$ cat src/rtl/ddsm_mash_ncl.sv
// MASH 1-1-1 noise-cancellation stage: turns the three accumulator carry bits into one signed output word.
// Optional NCL_OFFSET_EN: emit y + 3 as offset binary instead of two's complement.
module ddsm_mash_ncl #(
  parameter int P_OUT_WIDTH = 4
) (
  input  logic                   i_clk,
  input  logic                   i_rst,
  input  logic                   i_clr,
  input  logic                   i_vld,
  input  logic                   i_c1,
  input  logic                   i_c2,
  input  logic                   i_c3,
  output logic [P_OUT_WIDTH-1:0] o_y,
  output logic                   o_vld,
  output logic                   o_primed,
  output logic [1:0]             o_dbg_state
);

  // State encoding doubles as the 2-bit saturating prime counter.
  typedef enum logic [1:0] {
    S_EMPTY  = 2'd0,
    S_ONE    = 2'd1,
    S_PRIMED = 2'd2
  } state_t;

  state_t                 r_state;
  state_t                 w_state_nxt;
  logic                   r_c1_d1, r_c1_d2;
  logic                   r_c2_d1, r_c2_d2;
  logic                   r_c3_d1, r_c3_d2;
  logic [P_OUT_WIDTH-1:0] r_y;
  logic                   r_vld;
  logic                   w_acc;
  logic [P_OUT_WIDTH-1:0] w_y;
  logic [P_OUT_WIDTH-1:0] w_y_out;

  // Handshake: i_vld is a one-cycle strobe with no back-pressure; o_vld pulses
  // for exactly one cycle per output and the consumer must accept every pulse.
  assign w_acc = i_vld & ~i_clr;

  // Modular arithmetic at P_OUT_WIDTH yields the correct two's-complement sum.
  assign w_y = P_OUT_WIDTH'(r_c1_d2)
             + P_OUT_WIDTH'(r_c2_d1) - P_OUT_WIDTH'(r_c2_d2)
             + P_OUT_WIDTH'(i_c3) - (P_OUT_WIDTH'(r_c3_d1) << 1) + P_OUT_WIDTH'(r_c3_d2);

`ifdef NCL_OFFSET_EN
  assign w_y_out = w_y + P_OUT_WIDTH'(3);
`else
  assign w_y_out = w_y;
`endif

  always_comb begin
    w_state_nxt = r_state;
    if (i_clr) begin
      w_state_nxt = S_EMPTY;
    end else if (i_vld) begin
      case (r_state)
        S_EMPTY: w_state_nxt = S_ONE;
        S_ONE:   w_state_nxt = S_PRIMED;
        default: w_state_nxt = S_PRIMED;
      endcase
    end
  end

  always_ff @(posedge i_clk or posedge i_rst) begin
    if (i_rst) begin
      r_state <= S_EMPTY;
    end else begin
      r_state <= w_state_nxt;
    end
  end

  always_ff @(posedge i_clk or posedge i_rst) begin
    if (i_rst) begin
      r_c1_d1 <= 1'b0;
      r_c1_d2 <= 1'b0;
      r_c2_d1 <= 1'b0;
      r_c2_d2 <= 1'b0;
      r_c3_d1 <= 1'b0;
      r_c3_d2 <= 1'b0;
      r_y     <= '0;
      r_vld   <= 1'b0;
    end else if (i_clr) begin
      r_c1_d1 <= 1'b0;
      r_c1_d2 <= 1'b0;
      r_c2_d1 <= 1'b0;
      r_c2_d2 <= 1'b0;
      r_c3_d1 <= 1'b0;
      r_c3_d2 <= 1'b0;
      r_y     <= '0;
      r_vld   <= 1'b0;
    end else if (w_acc) begin
      r_c1_d1 <= i_c1;
      r_c1_d2 <= r_c1_d1;
      r_c2_d1 <= i_c2;
      r_c2_d2 <= r_c2_d1;
      r_c3_d1 <= i_c3;
      r_c3_d2 <= r_c3_d1;
      r_vld   <= (r_state == S_PRIMED);
      if (r_state == S_PRIMED) begin
        r_y <= w_y_out;
      end
    end else begin
      r_vld <= 1'b0;
    end
  end

  assign o_y         = r_y;
  assign o_vld       = r_vld;
  assign o_primed    = (r_state == S_PRIMED);
  assign o_dbg_state = r_state;

endmodule

$ cat config.mk
export PLATFORM = sky130hd
export DESIGN_NAME = ddsm_mash_ncl
export DESIGN_NICKNAME = d
export VERILOG_FILES = /design/src/rtl/ddsm_mash_ncl.sv
export SDC_FILE = /design/constraint.sdc
export NUM_CORES = 1
export LEC_CHECK = 0
export ABC_AREA = 1
export BUFFER_PORTS_ARGS = -buffer_cell sky130_fd_sc_hd__clkbuf_2
export CORE_UTILIZATION = 50
export CTS_CLUSTER_DIAMETER = 200
export DETAILED_ROUTE_END_ITERATION = 10
export PLACE_DENSITY_LB_ADDON = 0.05
export SLEW_MARGIN = 30
export SYNTH_ARGS = -nofsm -noshare
export SYNTH_HDL_FRONTEND = slang
export SYNTH_SLANG_ARGS = --single-unit
$ cat constraint.sdc
create_clock -name i_clk -period 2.6 [get_ports i_clk]
set_clock_uncertainty 0.15 [all_clocks]
set_input_delay 0.39 -clock i_clk [delete_from_list [all_inputs] [get_ports i_clk]]
set_output_delay 0.39 -clock i_clk [all_outputs]
set_load 0.1 [all_outputs]
### Yosys cells after proc, flatten, opt, wreduce, memory -nomap -nowiden

Cells that the tools add are included.

| storage, ports and cells | value |
|---|---|
| register bits after elaboration | 13 |
| output and inout bits | 8 |
| word-level logic and storage cells | 42 |

| cells by class | value |
|---|---|
| add/subtract/negate cells | 5 |
| equal/unequal tests | 1 |
| multiplexer cells | 20 |
| reduce and logical (&&, ||, !) cells | 5 |
| bitwise logic cells | 2 |

Operators by type and width:

| kind | number |
|---|---|
| $mux W1 | 14 |
| $mux W4 | 3 |
| $mux W2 | 3 |
| $reduce_bool A2 Y1 | 3 |
| $add A3 B2 Y4 | 1 |
| $add A4 B1 Y4 | 1 |
| $sub A4 B2 Y4 | 1 |
| $sub A2 B1 Y3 | 1 |
| $add A1 B1 Y2 | 1 |
| $eq A2 B2 Y1 const B | 1 |
| $logic_not A2 Y1 | 1 |
| $reduce_and A2 Y1 | 1 |
| $and A1 B1 Y1 | 1 |
| $not A1 Y1 | 1 |

### Depth between registers and ports, before layout

Gate-level depths: netlist (run 1).

| depth | value |
|---|---|
| depth in word-level cells | 8 |
| mapped depth | 12 |
| mapped depth without buffers | 12 |

### Least setup slack after synthesis (run 1)

OpenSTA, ideal clock, no wires.

| timing | value |
|---|---|
| path kind | register to register |
| start point | register r_state[1], in the netlist o_dbg_state[1] |
| end point | register r_y[3], in the netlist o_y[3] |
| arrival time | 2.770 ns |
| required time | 2.373 ns |
| slack | -0.396 ns |
| path buffers | 0 |
| stages on the path, launching flop included | 5 |
| cells stage by stage | dfrtp_1 -> inv_1 -> nor2_1 -> nand2_2 -> o21ai_2 |

| on the way | value |
|---|---|
| word-level cells in the longest chain between the ends | 3 |

RTL lines:

| item | RTL line | text |
|---|---|---|
| from (decl) | 26 | `state_t r_state;` |
| from (signal assigned) | 69 | `r_state <= w_state_nxt;` |
| $eq A2 B2 Y1 | n/a |  |
| net o_primed | 15 | `output logic o_primed,` |
| $reduce_bool A2 Y1 (no line) | n/a |  |
| $reduce_and A2 Y1 (no line) | n/a |  |
| to (signal assigned) | 101 | `r_y <= w_y_out;` |
| to (decl) | 31 | `logic [P_OUT_WIDTH-1:0] r_y;` |

The timed path passes the listed nets, and every way through them passes these cells.
A chain may end at the register's enable or synchronous reset.

### Worst setup path after layout (run 1)

| timing | value |
|---|---|
| start point | register r_c2_d1 |
| end point | register r_y[2], in the netlist o_y[2] |

| on the way | value |
|---|---|
| word-level cells in the longest chain between the ends | 8 |

RTL lines:

| item | RTL line | text |
|---|---|---|
| from (decl) | 29 | `logic r_c2_d1, r_c2_d2;` |
| from (signal assigned) | 95 | `r_c2_d1 <= i_c2;` |
| $add A1 B1 Y2 | 43 | `+ P_OUT_WIDTH'(r_c2_d1) - P_OUT_WIDTH'(r_c2_d2)` |
| $sub A2 B1 Y3 | 43 |  |
| $add A3 B2 Y4 | 44 | `+ P_OUT_WIDTH'(i_c3) - (P_OUT_WIDTH'(r_c3_d1) << 1) + P_OUT_WIDTH'(r_c3_d2);` |
| $sub A4 B2 Y4 | 44 |  |
| $add A4 B1 Y4 | 44 |  |
| $mux W4 | 100 | `if (r_state == S_PRIMED) begin` |
| $mux W4 | 92 | `end else if (w_acc) begin` |
| $mux W4 | 83 | `end else if (i_clr) begin` |

Every way passes these cells. The select of a mux whose other input is x is not followed.

==> metrics.md, run 1 <==
| Metric | Value |
|---|---|
| Wire length after detailed routing | `1241 um` |
| DRC violations left | `0` |
| Core area | `~1300 sq um` |
| Final max-slew violation count | `0` |
| H-Tree Depth | `1` |
| Worst Tran Pin Value | `between 0.5 and 0.6 ns` |
| DR iter-0 viols | `13` |
| Post-synthesis cell count | `between 70 and 80` |
| Number of global-route vias before repair | `426` |
| Setup ws final | `0.3807 ns` |
| Worst VDD drop | `0.0003201 V` |
| Worst Path Required | `about 2.6 ns` |
| DRT Pass-1 Iters | `4` |
| Unrepaired setup endpoints after global routing | `no` |
| Met1 WL | `612 um` |
| Initial antenna violation count | `0` |
| Pleak | `0.4346 nW` |
| Total CTS buffers | `3` |
| Min Hold Slack | `0.1704 ns` |
| Post-detail-place hpwl | `952.1 um` |
| Post-synthesis cell type count | `17` |
| WL met2 | `564 um` |
| Final period utilization | `about 85%` |
| Site row count | `13` |
| Nets@finish | `106` |
| FF/Latch Area | `~330 sq um` |
| I/O Pins | `15` |
| First-pass GRT wire length | `roughly 1800 um` |
| Syn_nets | `between 80 and 90` |
| Antenna Diode Count | `0` |
| Multi-input gate area | `314.1 sq um` |
| Worst setup EP type | `register` |
| Post-synth EDFFs | `0` |
| MaxCap Viol Count | `0` |
| Die height | `around 39 um` |
| Ys flop type | `dfrtp_1` |
| P&R area growth vs syn | `18.51%` |
| Hold WC Path Type | `in2reg` |
| RD Place Congestion | `between 0.7 and 0.8` |
| TritonCTS clock tree | `done` |
| Clk buf depth | `2` |
| Share of cells above drive strength 1 | `28.89%` |
| Die outline area | `around 1500 sq um` |
| Syn_area_per_cell | `9.710 sq um` |
| DR top layer | `met4` |
| Pin count of the biggest net entering global routing | `14` |
| GR Overflow Total | `0` |
| Ys Warns | `0` |
| CTS Sinks | `13` |
| Mapped cell area | `689.4 sq um` |
| Sequential share of power | `48.5%` |
| Top cells by count, synth | `dfrtp_1, inv_1, nand2_1, nand3_1` |
| CTS root buf | `clkbuf_4` |
| CP max FO | `3` |
| Clock Latency Late Sink | `0.28 ns` |
| Post-Layout Inst Area | `roughly 820 sq um` |
| Switching power | `0.0001500 W` |
| Pre-CTS setup slack | `0.3943 ns` |
| Max reg flops | `4` |
| Outcome | `finished clean` |
| Max Fclk | `between 400 and 500 MHz` |
| Final min period | `2.219 ns` |
| Worst slew margin | `between 60% and 70%` |
| Via density | `4.971` |
| Pwr Density | `~540 nW/um^2` |
| Ranking of synthesized cells by area | `dfrtp_1, ha_1, inv_1` |
| Startpoint types | `register` |
| Dpl cell area | `780.7 sq um` |
| # Post-CTS Setup Buffers | `0` |
| Starting Density | `53.65%` |
| GR Util All Layers | `18.96%` |
| Port buffer count | `14` |
| Clk network pwr share | `29.6%` |
| Wire length per cell | `11.82 um` |
| CP arrival | `2.25 ns` |
| ANT nets after route | `0` |
| DIE WIDTH | `39.13 um` |
| Setup TNS | `0 ns` |
| Fillers | `approximately 110` |
| Ys async rst share | `100.0%` |
| #FFs+latches synth | `13` |
| Comb pwr share | `21.9%` |
| Seq/Total Area, Yosys | `47.19%` |
| Cell with the most instances after synthesis | `dfrtp_1` |
| Internal Power | `0.0002931 W` |
| Met3 wire len | `around 40 um` |
| Clk slew on worst S/H paths | `about 0.080 ns` |
| Area leader, netlist | `dfrtp_1` |
| Sw Ratio | `around 34%` |
| # setup viols final | `0` |
| Critical path type | `reg2reg` |
| Final Hold Viols | `0` |
| Area fraction of the dominant cell type after synthesis | `~47%` |
| Via count | `522` |
stage by stage:
stage,cells,util [%],power (W)
after floorplan,71,-,0.0002922
after CTS,105,63.58,0.0004470
after detailed placement,100,60.76,0.0003158
final,105,63.58,0.0004431
after global placement,100,60.76,0.0003145
after global routing,105,63.58,0.0004632
critical path, cell delays in order (launching register included):
cell	delay (ns)
dfrtp_1	0.37
inv_1	0.08
ha_1	0.23
inv_1	0.06
ha_1	0.13
inv_1	0.06
ha_1	0.27
inv_1	0.04
ha_1	0.17
ha_1	0.31
xnor2_1	0.14
nand2_1	0.07
nand2_1	0.04
worst paths after layout:
kind,slack [ns],end,depth (start not counted),start
hold / removal,0.17,r_c2_d1$_DFFE_PP0P_,3,i_c2
setup reg to reg,0.38,o_y[2]$_DFFE_PP0P_,12,r_c2_d1$_DFFE_PP0P_
max in group asynchronous,1.47,r_c3_d1$_DFFE_PP0P_,3,i_rst
setup / recovery,0.38,o_y[2]$_DFFE_PP0P_,12,r_c2_d1$_DFFE_PP0P_
min in group asynchronous,0.50,o_dbg_state[1]$_DFFE_PP0P_,3,i_rst
hold reg to reg,0.36,o_y[2]$_DFFE_PP0P_,2,o_y[2]$_DFFE_PP0P_
layout by cell type, fill, tap and decap left out, types with 3 or more instances in the layout:
| master | n |
|---|---|
| clkbuf_4 | 3 |
| clkbuf_2 | 14 |
| nand3_1 | 8 |
| dfrtp_1 | 13 |
| o21ai_0 | 6 |
| ha_1 | 6 |
| nand2_1 | 11 |
| inv_1 | 12 |
repair_timing:
action,4_1_cts,5_1_grt
resized for setup,0,0
hold buffers,1,0
hold endpoints to repair,13,0
endpoints found under the setup margin,0,0
final cells by class:
| class | count | share of cell area (%) |
|---|---|---|
| Clock buffer | 4 | 3.216 |
| Inverter | 14 | 6.432 |
| Multi-Input combinational cell | 44 | 38.44 |
| Sequential cell | 13 | 39.82 |
| Tap cell | 15 | 2.297 |
| Timing Repair Buffer | 15 | 9.801 |
routing by layer:
layer  GRT usage [%]  vias up
li1                -      266
met1           23.72      244
met5               0        -
met4           10.34        0
met3           5.202        2
met2           29.17       10
cells by family after synthesis:
logic type	Yosys count	synth area share, %
AO/OA/AOI/OAI	10	8.348
buffers and inverters	14	7.622
AND/OR/NAND/NOR	25	18.88
flip-flops	13	47.19
XOR/XNOR	1	1.271
adder cells (fa/ha/maj)	8	16.70
power groups by stage:
stage | Clock (W) | Combinational, W | Sequential, W
4_1_cts | 0.000134 | 0.0000979 | 0.000215
2_1_floorplan | 0 | 0.0000447 | 0.000247
3_5_place_dp | 0 | 0.0000965 | 0.000219
6_report | 0.000131 | 0.0000969 | 0.000215
5_1_grt | 0.000142 | 0.000105 | 0.000216
3_3_place_gp | 0 | 0.0000955 | 0.000219
(Power assumes the default switching activity.)
==> run 2, diff against run 1 <==
--- a/config.mk
+++ b/config.mk
@@ -5,7 +5,6 @@
 export SDC_FILE = /design/constraint.sdc
 export NUM_CORES = 1
 export LEC_CHECK = 0
-export ABC_AREA = 1
 export BUFFER_PORTS_ARGS = -buffer_cell sky130_fd_sc_hd__clkbuf_2
 export CORE_UTILIZATION = 50
 export CTS_CLUSTER_DIAMETER = 200
==> run 2 against run 1 <==
Against the previous run: maximum frequency decreased by 3.8%; non-clock buffer count unchanged; total power decreased by 2.4%; first-iteration DRC count down 77%; register-to-register slack lost 0.09 ns; synthesized cell count fell by 5.6%; global-route usage is 1.2 points lower; sequential cell count unchanged; clock-buffer cell count decreased by 1; worst setup slack got worse by 0.087 ns; final cell count shrank 5.7%; critical endpoint unchanged; worst hold slack better by 0.043 ns.
==> metrics.md, run 2 <==
| Metric | Value |
|---|---|
| Mapped cell area | `695.7 sq um (+0.91%)` |
| DIE WIDTH | `39.30 um (+0.43%)` |
| Outcome | `finished clean` |
| Share of cells above drive strength 1 | `25.00% (-3.9 points)` |
| Number of global-route vias before repair | `398 (-6.6%)` |
| Utilization after layout | `62.50% (-1.1 points)` |
| Final Hold Viols | `0 (unchanged)` |
| Synth Area in Compound Gates | `5.396% (-3.0 points)` |
| Post-Synth XOR/XNOR Area | `1.259% (-0.011 points)` |
| Clock Latency Late Sink | `0.27 ns (about the same)` |
| I/O Pins | `15 (unchanged)` |
| Cell with the most instances after synthesis | `dfrtp_1` |
| Ys async rst share | `100.0% (unchanged)` |
| Pleak | `0.4445 nW (+2.3%)` |
| Hold Path Origin | `i_c1` |
| # Post-CTS Setup Buffers | `0 (unchanged)` |
| TritonCTS clock tree | `done` |
| R2R setup slack | `0.29 ns (-0.09 ns)` |
| Area fraction of the dominant cell type after synthesis | `46.76% (-0.42 points)` |
| Wire length per cell | `11.68 um (-1.2%)` |
| DR iter-0 viols | `3 (-10)` |
| CTS Sinks | `13 (unchanged)` |
| Die height | `39.30 um (+0.43%)` |
| Commonest non-fill, non-tap cell in the layout | `clkbuf_2` |
| Startpoint types | `register` |
| Post-synth EDFFs | `0 (unchanged)` |
| Post-detail-place hpwl | `863.1 um (-9.3%)` |
| Via count | `475 (-9.0%)` |
| Pin count of the biggest net entering global routing | `14 (unchanged)` |
| Area leader, netlist | `dfrtp_1` |
| Syn_nets | `82 (-4.7%)` |
| Worst VDD drop | `0.0004220 V (+32%)` |
| Worst R2R Path Depth | `12 (unchanged)` |
| Antenna Diode Count | `0 (unchanged)` |
| Unrepaired setup endpoints after global routing | `no` |
| Critical path type | `reg2reg` |
| MaxCap Viol Count | `0 (unchanged)` |
| Hold Path End | `r_c1_d1$_DFFE_PP0P_` |
| Slowest stage delay, CP | `0.37 ns (about the same)` |
| Seq/Total Area, Yosys | `46.76% (-0.42 points)` |
| Post-synthesis cell count | `67 (-5.6%)` |
| Max Fclk | `433.6 MHz (-3.8%)` |
| CP max FO | `3 (unchanged)` |
| Wire length after detailed routing | `1156 um (-6.8%)` |
| Die outline area | `1544 sq um (+0.87%)` |
| Worst reg2reg path startpoint | `r_c2_d1$_DFFE_PP0P_` |
| Port buffer count | `14 (unchanged)` |
| H-Tree Depth | `1 (unchanged)` |
| Final max-slew violation count | `0 (unchanged)` |
| Clk slew on worst S/H paths | `0.08 ns (about the same)` |
| Pwr Density | `531.7 nW/um^2 (-2.0%)` |
| Max reg flops | `4 (unchanged)` |
| Ys Warns | `0 (unchanged)` |
| Post-synthesis mux area share | `8.633% (+8.6 points)` |
| Fillers | `121 (+14%)` |
| Worst Hold Depth | `3 (unchanged)` |
| Critical path's most frequent cell | `ha_1` |
| Ranking of synthesized cells by area | `dfrtp_1, ha_1, mux2i_1` |
| # setup viols final | `0 (unchanged)` |
| Worst Tran Pin Value | `0.5479 ns (+0.0003106 ns)` |
| Ys flop type | `dfrtp_1` |
| Top cells by count, synth | `dfrtp_1, inv_1, nor2_1, ha_1, mux2i_1` |
| Final period utilization | `88.70% (+3.3 points)` |
| GR Util All Layers | `17.75% (-1.2 points)` |
| Worst slew margin | `63.63% (about the same)` |
| CP arrival | `2.36 ns (+0.11 ns)` |
| Worst Path Required | `2.65 ns (+0.02 ns)` |
| Post-synthesis cell type count | `17 (unchanged)` |
| R2R Path End | `o_y[2]$_DFFE_PP0P_` |
| Starting Density | `53.46% (-0.19 points)` |
| Most frequent cells in the layout | `clkbuf_2, dfrtp_1, nor2_1, inv_1` |
| Synth Area in Simple Gates | `14.39% (-4.5 points)` |
| ANT nets after route | `0 (unchanged)` |
| Clk buf depth | `2 (unchanged)` |
| Nets@finish | `100 (-5.7%)` |
| GR Overflow Total | `0 (unchanged)` |
| RD Place Congestion | `0.6959 (-7.3%)` |
| DRT Pass-1 Iters | `4 (unchanged)` |
| DRC violations left | `0 (unchanged)` |
| CP startpoint | `r_c2_d1$_DFFE_PP0P_` |
| Total CTS buffers | `3 (unchanged)` |
| Setup TNS | `0 ns (unchanged)` |
| Fraction of the mapped netlist area in adder cells | `16.55% (-0.15 points)` |
| Pwr Total | `0.0004324 W (-2.4%)` |
| CTS root buf | `clkbuf_4` |
| Final min period | `2.306 ns (+0.08692 ns)` |
| Crit path max-delay cell type | `dfrtp_1` |
| Hold WC Path Type | `in2reg` |
| P&R area growth vs syn | `16.91%` |
| Core area | `1301 sq um (+1.3%)` |
| Largest family of logic cells by synthesized area | `adder cells` |
| Site row count | `13 (unchanged)` |
| Via density | `4.798 (-3.5%)` |
| Initial antenna violation count | `0 (unchanged)` |
| Min Hold Slack | `0.2138 ns (+0.04339 ns)` |
| First-pass GRT wire length | `1704 um (-5.3%)` |
| Syn_area_per_cell | `10.38 sq um (+6.9%)` |
| Worst setup EP type | `register` |
| CP Cell Sequence | `inv_1 > ha_1 > inv_1 > ha_1 > inv_1 > ha_1 > inv_1 > ha_1 > ha_1 > xnor2_1 > nand2_1 > a21oi_1` |
| #FFs+latches synth | `13 (unchanged)` |
## run 2: changes by cell type after synthesis, moves of 4 or more
cell,change
a21oi_1,+4
mux2i_1,+6
nand2_1,-6
nand3_1,-7
nor2_1,+9
o21ai_0,-6
## run 2: through the flow
step	area, sq um	setup slack [ns]	instances
2_1_floorplan	698.2	0.1222	67
3_3_place_gp	775.7	0.3542	94
3_5_place_dp	775.7	0.2904	94
4_1_cts	813.3	0.2720	99
5_1_grt	813.3	0.1615	99
6_report	813.3	0.2937	99
## run 2: repair_timing
item | in CTS | in global routing
gates resized for setup | 0 | 0
hold buffers | 1 | 0
endpoints found under the hold margin | 13 | 0
## run 2: cell type report
cell class                 instances  area (sq um)  area share (%)
multi-input combinational         42         324.1           39.85
inverter                          10         37.54           4.615
timing repair buffer              15         80.08           9.846
sequential                        13         325.3           40.00
clock buffer                       3         22.52           2.769
tap                               15         18.77           2.308
clock inverter                     1         5.005          0.6154
## run 2: report_power, final
part	switching [W]	leakage (nW)	internal, W
Clock	0.0000660	0.0177	0.0000569
Sequential	0.00000743	0.177	0.000210
Combinational	0.0000650	0.250	0.0000273
Total	0.000138	0.445	0.000294
## run 2: how the worst max path moves through the flow
stage / end / slack [ns] / depth (start not counted)
5_1_grt: o_y[2]$_DFFE_PP0P_ / 0.16 / 12
3_5_place_dp: o_y[2]$_DFFE_PP0P_ / 0.29 / 12
2_1_floorplan: o_primed / 0.12 / 1
4_1_cts: o_y[2]$_DFFE_PP0P_ / 0.27 / 12
6_report: o_y[2]$_DFFE_PP0P_ / 0.29 / 12
3_3_place_gp: o_y[2]$_DFFE_PP0P_ / 0.35 / 12
## run 2: per-layer routing
layer	GRT usage, %	vias to the layer above	share of wire [%]
met5	0	-	0
met4	10.34	0	1.5
met3	5.114	2	2.8
met2	25.42	7	46
met1	23.55	220	49
li1	-	246	-
## run 2: logic make-up after synthesis
group	Yosys count
AO/OA/AOI/OAI	6
adder cells (fa/ha/maj)	8
multiplexers	6
XOR/XNOR	1
flip-flops	13
AND/OR/NAND/NOR	21
buffers and inverters	12
## run 2: critical path, delay by kind of cell, from the launching register on
kind                     cells  cell delay, ns
flip-flops                   1            0.37
AO/OA/AOI/OAI                1            0.15
AND/OR/NAND/NOR              1            0.06
buffers and inverters        4            0.21
adder cells (fa/ha/maj)      5            1.15
XOR/XNOR                     1            0.14
